<file path="src/rtl/muldiv_unit_p.sv">
// Multi-cycle RISC-V M-extension multiply/divide unit.
// Radix-2 shift-add multiply and restoring divide, with start/busy/done handshake.
module muldiv_unit_p #(
   parameter int WIDTH = 32
) (
   input  logic             clk,
   input  logic             reset,
   input  logic             start,
   input  logic [2:0]       op,
   input  logic [WIDTH-1:0] srcA,
   input  logic [WIDTH-1:0] srcB,
   input  logic             flush,
   output logic             busy,
   output logic             done,
   output logic [WIDTH-1:0] Result,
   output logic             Zero,
   output logic             N
);

   localparam int CW = (WIDTH > 1) ? $clog2(WIDTH) : 1;
   localparam logic [CW-1:0] LAST = CW'(WIDTH - 1);
   localparam logic [WIDTH-1:0] MINV = {1'b1, {(WIDTH-1){1'b0}}};

   typedef enum logic [1:0] {
      S_IDLE,
      S_MUL,
      S_DIV,
      S_DONE
   } state_t;

   state_t             state_q;
   logic [2:0]         op_q;
   logic               neg_q;
   logic [WIDTH-1:0]   a_q;
   logic [WIDTH-1:0]   b_q;
   logic [2*WIDTH-1:0] prod_q;
   logic [WIDTH:0]     rem_q;
   logic [CW-1:0]      cnt_q;
   logic [WIDTH-1:0]   result_q;

   logic               a_sgn;
   logic               b_sgn;
   logic [WIDTH-1:0]   a_mag;
   logic [WIDTH-1:0]   b_mag;
   logic               neg_d;
   logic               div_zero;
   logic               div_ovf;
   logic [WIDTH-1:0]   spec_res;

   logic [WIDTH:0]     mul_sum;
   logic [2*WIDTH-1:0] prod_nx;
   logic [2*WIDTH-1:0] prod_fin;
   logic [WIDTH-1:0]   mul_res;

   logic [WIDTH+1:0]   rem_sh;
   logic [WIDTH+1:0]   div_diff;
   logic               div_ge;
   logic [WIDTH:0]     rem_nx;
   logic [WIDTH-1:0]   quot_nx;
   logic [WIDTH-1:0]   quot_fin;
   logic [WIDTH-1:0]   rem_fin;
   logic [WIDTH-1:0]   div_res;

   // Operand decode for the incoming request
   assign a_sgn = srcA[WIDTH-1] &
                  ((op == 3'b001) | (op == 3'b010) |
                   (op == 3'b100) | (op == 3'b110));
   assign b_sgn = srcB[WIDTH-1] &
                  ((op == 3'b001) | (op == 3'b100) |
                   (op == 3'b110));
   assign a_mag = a_sgn ? -srcA : srcA;
   assign b_mag = b_sgn ? -srcB : srcB;

   // REM/REMU follow the dividend sign; everything else the sign product
   assign neg_d = (op[2] & op[1]) ? a_sgn : (a_sgn ^ b_sgn);

   assign div_zero = op[2] & (srcB == '0);
   assign div_ovf  = op[2] & ~op[0] &
                     (srcA == MINV) & (srcB == '1);
   assign spec_res = div_zero ? (op[1] ? srcA : '1)
                              : (op[1] ? '0 : srcA);

   // Multiply step: conditional add into the upper half, then shift right
   assign mul_sum  = {1'b0, prod_q[2*WIDTH-1:WIDTH]} +
                     {1'b0, (prod_q[0] ? a_q : '0)};
   assign prod_nx  = {mul_sum, prod_q[WIDTH-1:1]};
   assign prod_fin = neg_q ? -prod_nx : prod_nx;
   assign mul_res  = (op_q == 3'b000) ? prod_fin[WIDTH-1:0]
                                      : prod_fin[2*WIDTH-1:WIDTH];

   // Divide step: dividend/quotient shift through prod_q low half
   assign rem_sh   = {rem_q, prod_q[WIDTH-1]};
   assign div_diff = rem_sh - {2'b00, b_q};
   assign div_ge   = ~div_diff[WIDTH+1];
   assign rem_nx   = div_ge ? div_diff[WIDTH:0] : rem_sh[WIDTH:0];
   assign quot_nx  = {prod_q[WIDTH-2:0], div_ge};
   assign quot_fin = neg_q ? -quot_nx : quot_nx;
   assign rem_fin  = neg_q ? -rem_nx[WIDTH-1:0] : rem_nx[WIDTH-1:0];
   assign div_res  = op_q[1] ? rem_fin : quot_fin;

   always_ff @(posedge clk) begin
      if (reset) begin
         state_q  <= S_IDLE;
         op_q     <= '0;
         neg_q    <= 1'b0;
         a_q      <= '0;
         b_q      <= '0;
         prod_q   <= '0;
         rem_q    <= '0;
         cnt_q    <= '0;
         result_q <= '0;
      end else if (flush) begin
         state_q <= S_IDLE;
         cnt_q   <= '0;
      end else begin
         unique case (state_q)
            S_IDLE, S_DONE: begin
               if (start) begin
                  op_q  <= op;
                  neg_q <= neg_d;
                  a_q   <= a_mag;
                  b_q   <= b_mag;
                  cnt_q <= '0;
                  rem_q <= '0;
                  if (div_zero | div_ovf) begin
                     result_q <= spec_res;
                     state_q  <= S_DONE;
                  end else if (op[2]) begin
                     prod_q  <= {{WIDTH{1'b0}}, a_mag};
                     state_q <= S_DIV;
                  end else begin
                     prod_q  <= {{WIDTH{1'b0}}, b_mag};
                     state_q <= S_MUL;
                  end
               end else begin
                  state_q <= S_IDLE;
               end
            end
            S_MUL: begin
               prod_q <= prod_nx;
               cnt_q  <= cnt_q + 1'b1;
               if (cnt_q == LAST) begin
                  result_q <= mul_res;
                  state_q  <= S_DONE;
               end
            end
            S_DIV: begin
               prod_q <= {{WIDTH{1'b0}}, quot_nx};
               rem_q  <= rem_nx;
               cnt_q  <= cnt_q + 1'b1;
               if (cnt_q == LAST) begin
                  result_q <= div_res;
                  state_q  <= S_DONE;
               end
            end
            default: state_q <= S_IDLE;
         endcase
      end
   end

   assign busy   = (state_q == S_MUL) | (state_q == S_DIV);
   assign done   = (state_q == S_DONE);
   assign Result = result_q;
   assign Zero   = (result_q == '0);
   assign N      = result_q[WIDTH-1];

endmodule

</file>
<file path="config.mk">
export PLATFORM = sky130hd
export DESIGN_NAME = muldiv_unit_p
export DESIGN_NICKNAME = d
export VERILOG_FILES = /design/src/rtl/muldiv_unit_p.sv
export SDC_FILE = /design/constraint.sdc
export NUM_CORES = 1
export LEC_CHECK = 0
export CORE_MARGIN = 10
export CORE_UTILIZATION = 40
export CTS_BUF_LIST = sky130_fd_sc_hd__clkbuf_4
export DETAILED_ROUTE_END_ITERATION = 7
export PLACE_DENSITY = 0.67
export SLEW_MARGIN = 20
export SYNTH_ARGS = -nofsm -noshare
export SYNTH_HDL_FRONTEND = slang
export SYNTH_SLANG_ARGS = --single-unit
</file>
<file path="constraint.sdc">
create_clock -name clk -period 5.4 [get_ports clk]
set_input_delay 1.08 -clock clk [delete_from_list [all_inputs] [get_ports clk]]
set_output_delay 1.08 -clock clk [all_outputs]
set_load 0.1 [all_outputs]
</file>
==> reports/qor.csv <==
metric,value,unit
max cap viols,0,
Yosys top cell by area,dfxtp_1,
Setup crit start,rem_q[17]$_SDFFE_PP0P_,
part of the cycle the worst path needs,93.16,%
fmax,0.1988,GHz
Post-Syn Instances,2589,
outcome,completed,
Core Box Area,46360,µm²
synth unique cells,106,
Synth Area in Compound Gates,29.88,%
RePlAce Congestion,1.030,
fin crit period,5.031,ns
Worst-path clk slew,0.07,ns
Lkg Pwr,8.029,nW
CTS tree,done,
First-pass DRT Iterations,6,
die width,236.2,µm
clock buffer depth,3,
post-synthesis mux area share,3.488,%
r2r startpoint,rem_q[17]$_SDFFE_PP0P_,
Post-Synth Adder-Cell Area,5.556,%
total track usage,26.90,%
"Cell Area, Placed",20460,µm²
# IOs,107,
wire length of the first global-routing pass,119500,µm
VDD IR max,0.1278,mV
vias in the first global route,19370,
antenna-violating nets left,0,
fin area,21220,µm²
crit path DAT,5.77,ns
xor/xnor share of the synthesized area,9.693,%
kind of critical path,register to register,
largest net degree at the start of global routing,113,
top_reg_cell synth,dfxtp_1,
Starting Density,40.32,%
"most common cell after layout, fill and taps aside",nor2_1,
Inserted Clock Buffers,60,
"Setup violations, final",0,
Worst slew margin,27.79,%
Overflow after GRT,0,
Post-synth ARST share,0,%
synth warn,0,
Via Count,20800,
initial antenna violation count,4,
worst clock skew,0.06794,ns
Overall Power,4.849,mW
Residual DRC,0,
worst path required time,6.14,ns
# H-tree levels,2,
Hold Fails Final Rpt,0,
crit end category,register,
Slew Limit Fails,0,
Yosys top cell area share,21.85,%
syn avg cell area,7.219,µm²
routed len/inst,24.09,µm
Initial DRC Count,2390,
CP Max Fanout,13,
Synth area leaders,"dfxtp_1, nor2_1, xnor2_1",
post-DP HPWL,61040,µm
clock insertion delay at the later pin of the skew report,0.85,ns
most frequent cells in the layout,"nor2_1, nand2_1, dfxtp_1",
die area,55770,µm²
Nets,2791,
#FFs+latches synth,204,
CP Capture Point,Result[28]$_SDFFE_PP0P_,
slew at the pin closest to its max-slew limit,1.080,ns
Die H,236.2,µm
"Seq/Total Area, Yosys",21.85,%
CTS Sinks,204,
"Area growth, synth to finish",13.52,%
hold crit path type,register to register,
Vias/cell,6.315,
RSZ-0062 raised after global routing,true,
mapped cell area,18690,µm²
CP startpoint kind,register,
post-CTS setup repair buffer count,0,
Power Density,228.6,nW/µm²
Post-Route WL,79370,µm
largest family of logic cells by synthesized area,compound AO/OA/AOI/OAI gates,
worst reg2reg setup slack,0.37,ns
share of layout cells above drive strength 1,9.836,%
# port buffers,106,
CTS Root Cell,clkbuf_4,
row count,79,
number of synthesized flops with an enable pin,0,
Post-Synth Simple-Gate Area,23.71,%
Synth Net Count,2737,
path depth of the worst reg2reg path,18,
RR Endpoint,Result[28]$_SDFFE_PP0P_,
[area by class of cell]
type / instances / area [µm²]
Clock inverter: 18 / 101.3
Multi-Input combinational cell: 2107 / 13600
Tap cell: 607 / 759.5
Clock buffer: 85 / 638.1
Antenna cell: 3 / 7.507
Timing Repair Buffer: 192 / 1733
Fill cell: 4739 / 25140
Sequential cell: 204 / 4088
Inverter: 78 / 292.8
[routing by layer]
layer / wire length [µm] / track usage, % / vias to the layer above / part of all wire [%]
li1: - / - / 9589 / -
met1: 33670 / 36.15 / 9847 / 42
met2: 33300 / 39.31 / 1180 / 42
met3: 8788 / 7.101 / 182 / 11
met4: 3573 / 12.31 / 4 / 4.5
met5: 34 / 0 / - / 0.043
[stage by stage]
step	setup slack (ns)	setup TNS, ns	instances	hold slack [ns]	utilization, %
floorplan	0.4459	0	2589	0.4317	-
global placement	0.4072	0	3188	0.4437	44.13
detailed placement	0.2431	0	3188	0.4517	44.13
CTS	0.2188	0	3291	0.4612	45.72
global route	-0.04417	-0.08560	3293	0.4770	45.76
finish	0.3695	0	3294	0.4615	45.77
[cell families after synthesis]
group | Yosys count
AND/OR/NAND/NOR | 935
AO/OA/AOI/OAI | 821
buffers and inverters | 278
XOR/XNOR | 206
flip-flops | 204
adder cells (fa/ha/maj) | 83
multiplexers | 62
[critical path: stages (launching register included)]
cell       delay, ns
dfxtp_1         0.42
ha_1            0.39
a21oi_1         0.36
o211ai_1        0.19
nand4_1         0.16
a21oi_1         0.15
o31a_2          0.41
nor2_8          0.15
mux2i_1         0.31
ha_1            0.25
nand2_1         0.11
or2_2           0.32
a2111oi_1       0.46
a41oi_2         0.19
o31ai_2         0.41
o211ai_1        0.17
xnor2_1         0.17
nand2_1         0.07
a311oi_1        0.27
[worst min-delay path by stage]
stage                                       start                       to  depth (start not counted)
after global routing      prod_q[39]$_SDFFE_PP0P_  prod_q[39]$_SDFFE_PP0P_                          2
after global placement    prod_q[39]$_SDFFE_PP0P_  prod_q[39]$_SDFFE_PP0P_                          2
after detailed placement  prod_q[40]$_SDFFE_PP0P_  prod_q[40]$_SDFFE_PP0P_                          2
after floorplan               a_q[0]$_SDFFE_PP0P_      a_q[0]$_SDFFE_PP0P_                          2
final                     prod_q[40]$_SDFFE_PP0P_  prod_q[40]$_SDFFE_PP0P_                          2
after CTS                 prod_q[40]$_SDFFE_PP0P_  prod_q[40]$_SDFFE_PP0P_                          2
[power breakdown]
part	switching, mW	leakage, nW	internal (mW)	total, mW
sequential	0.119	1.66	1.58	1.70
clock	0.754	0.440	0.764	1.52
combinational	1.09	5.92	0.539	1.63
total	1.96	8.03	2.89	4.85
[repair_timing]
action | 4_1_cts | 5_1_grt
endpoints found under the setup margin | 0 | 6
hold buffers | 0 | 0
gates resized for setup | 0 | 4
[registers in the layout, indices dropped and copies added, names as in the netlist]
name,flops
state_q,2
b_q,32
rem_q,33
op_q,3
a_q,32
Result,32
prod_q,64
cnt_q,5
neg_q,1
[synth_stat cells (all sizes together) (15+ instances only)]
library cell / number
buf: 47
or2: 15
nand2: 279
xor2: 82
a211oi: 106
nor2: 305
a222oi: 15
clkbuf: 153
o211ai: 37
a22oi: 45
a21oi: 193
nor4: 29
inv: 77
nand3: 69
nor3: 57
xnor2: 124
a311oi: 21
nand4: 29
nand2b: 21
a221oi: 25
ha: 75
a21o: 31
and2: 47
a31oi: 21
and3: 16
or3: 24
mux2: 15
mux2i: 46
o31ai: 32
o21ai: 175
dfxtp: 204
Power figures use the tool's default switching activity.
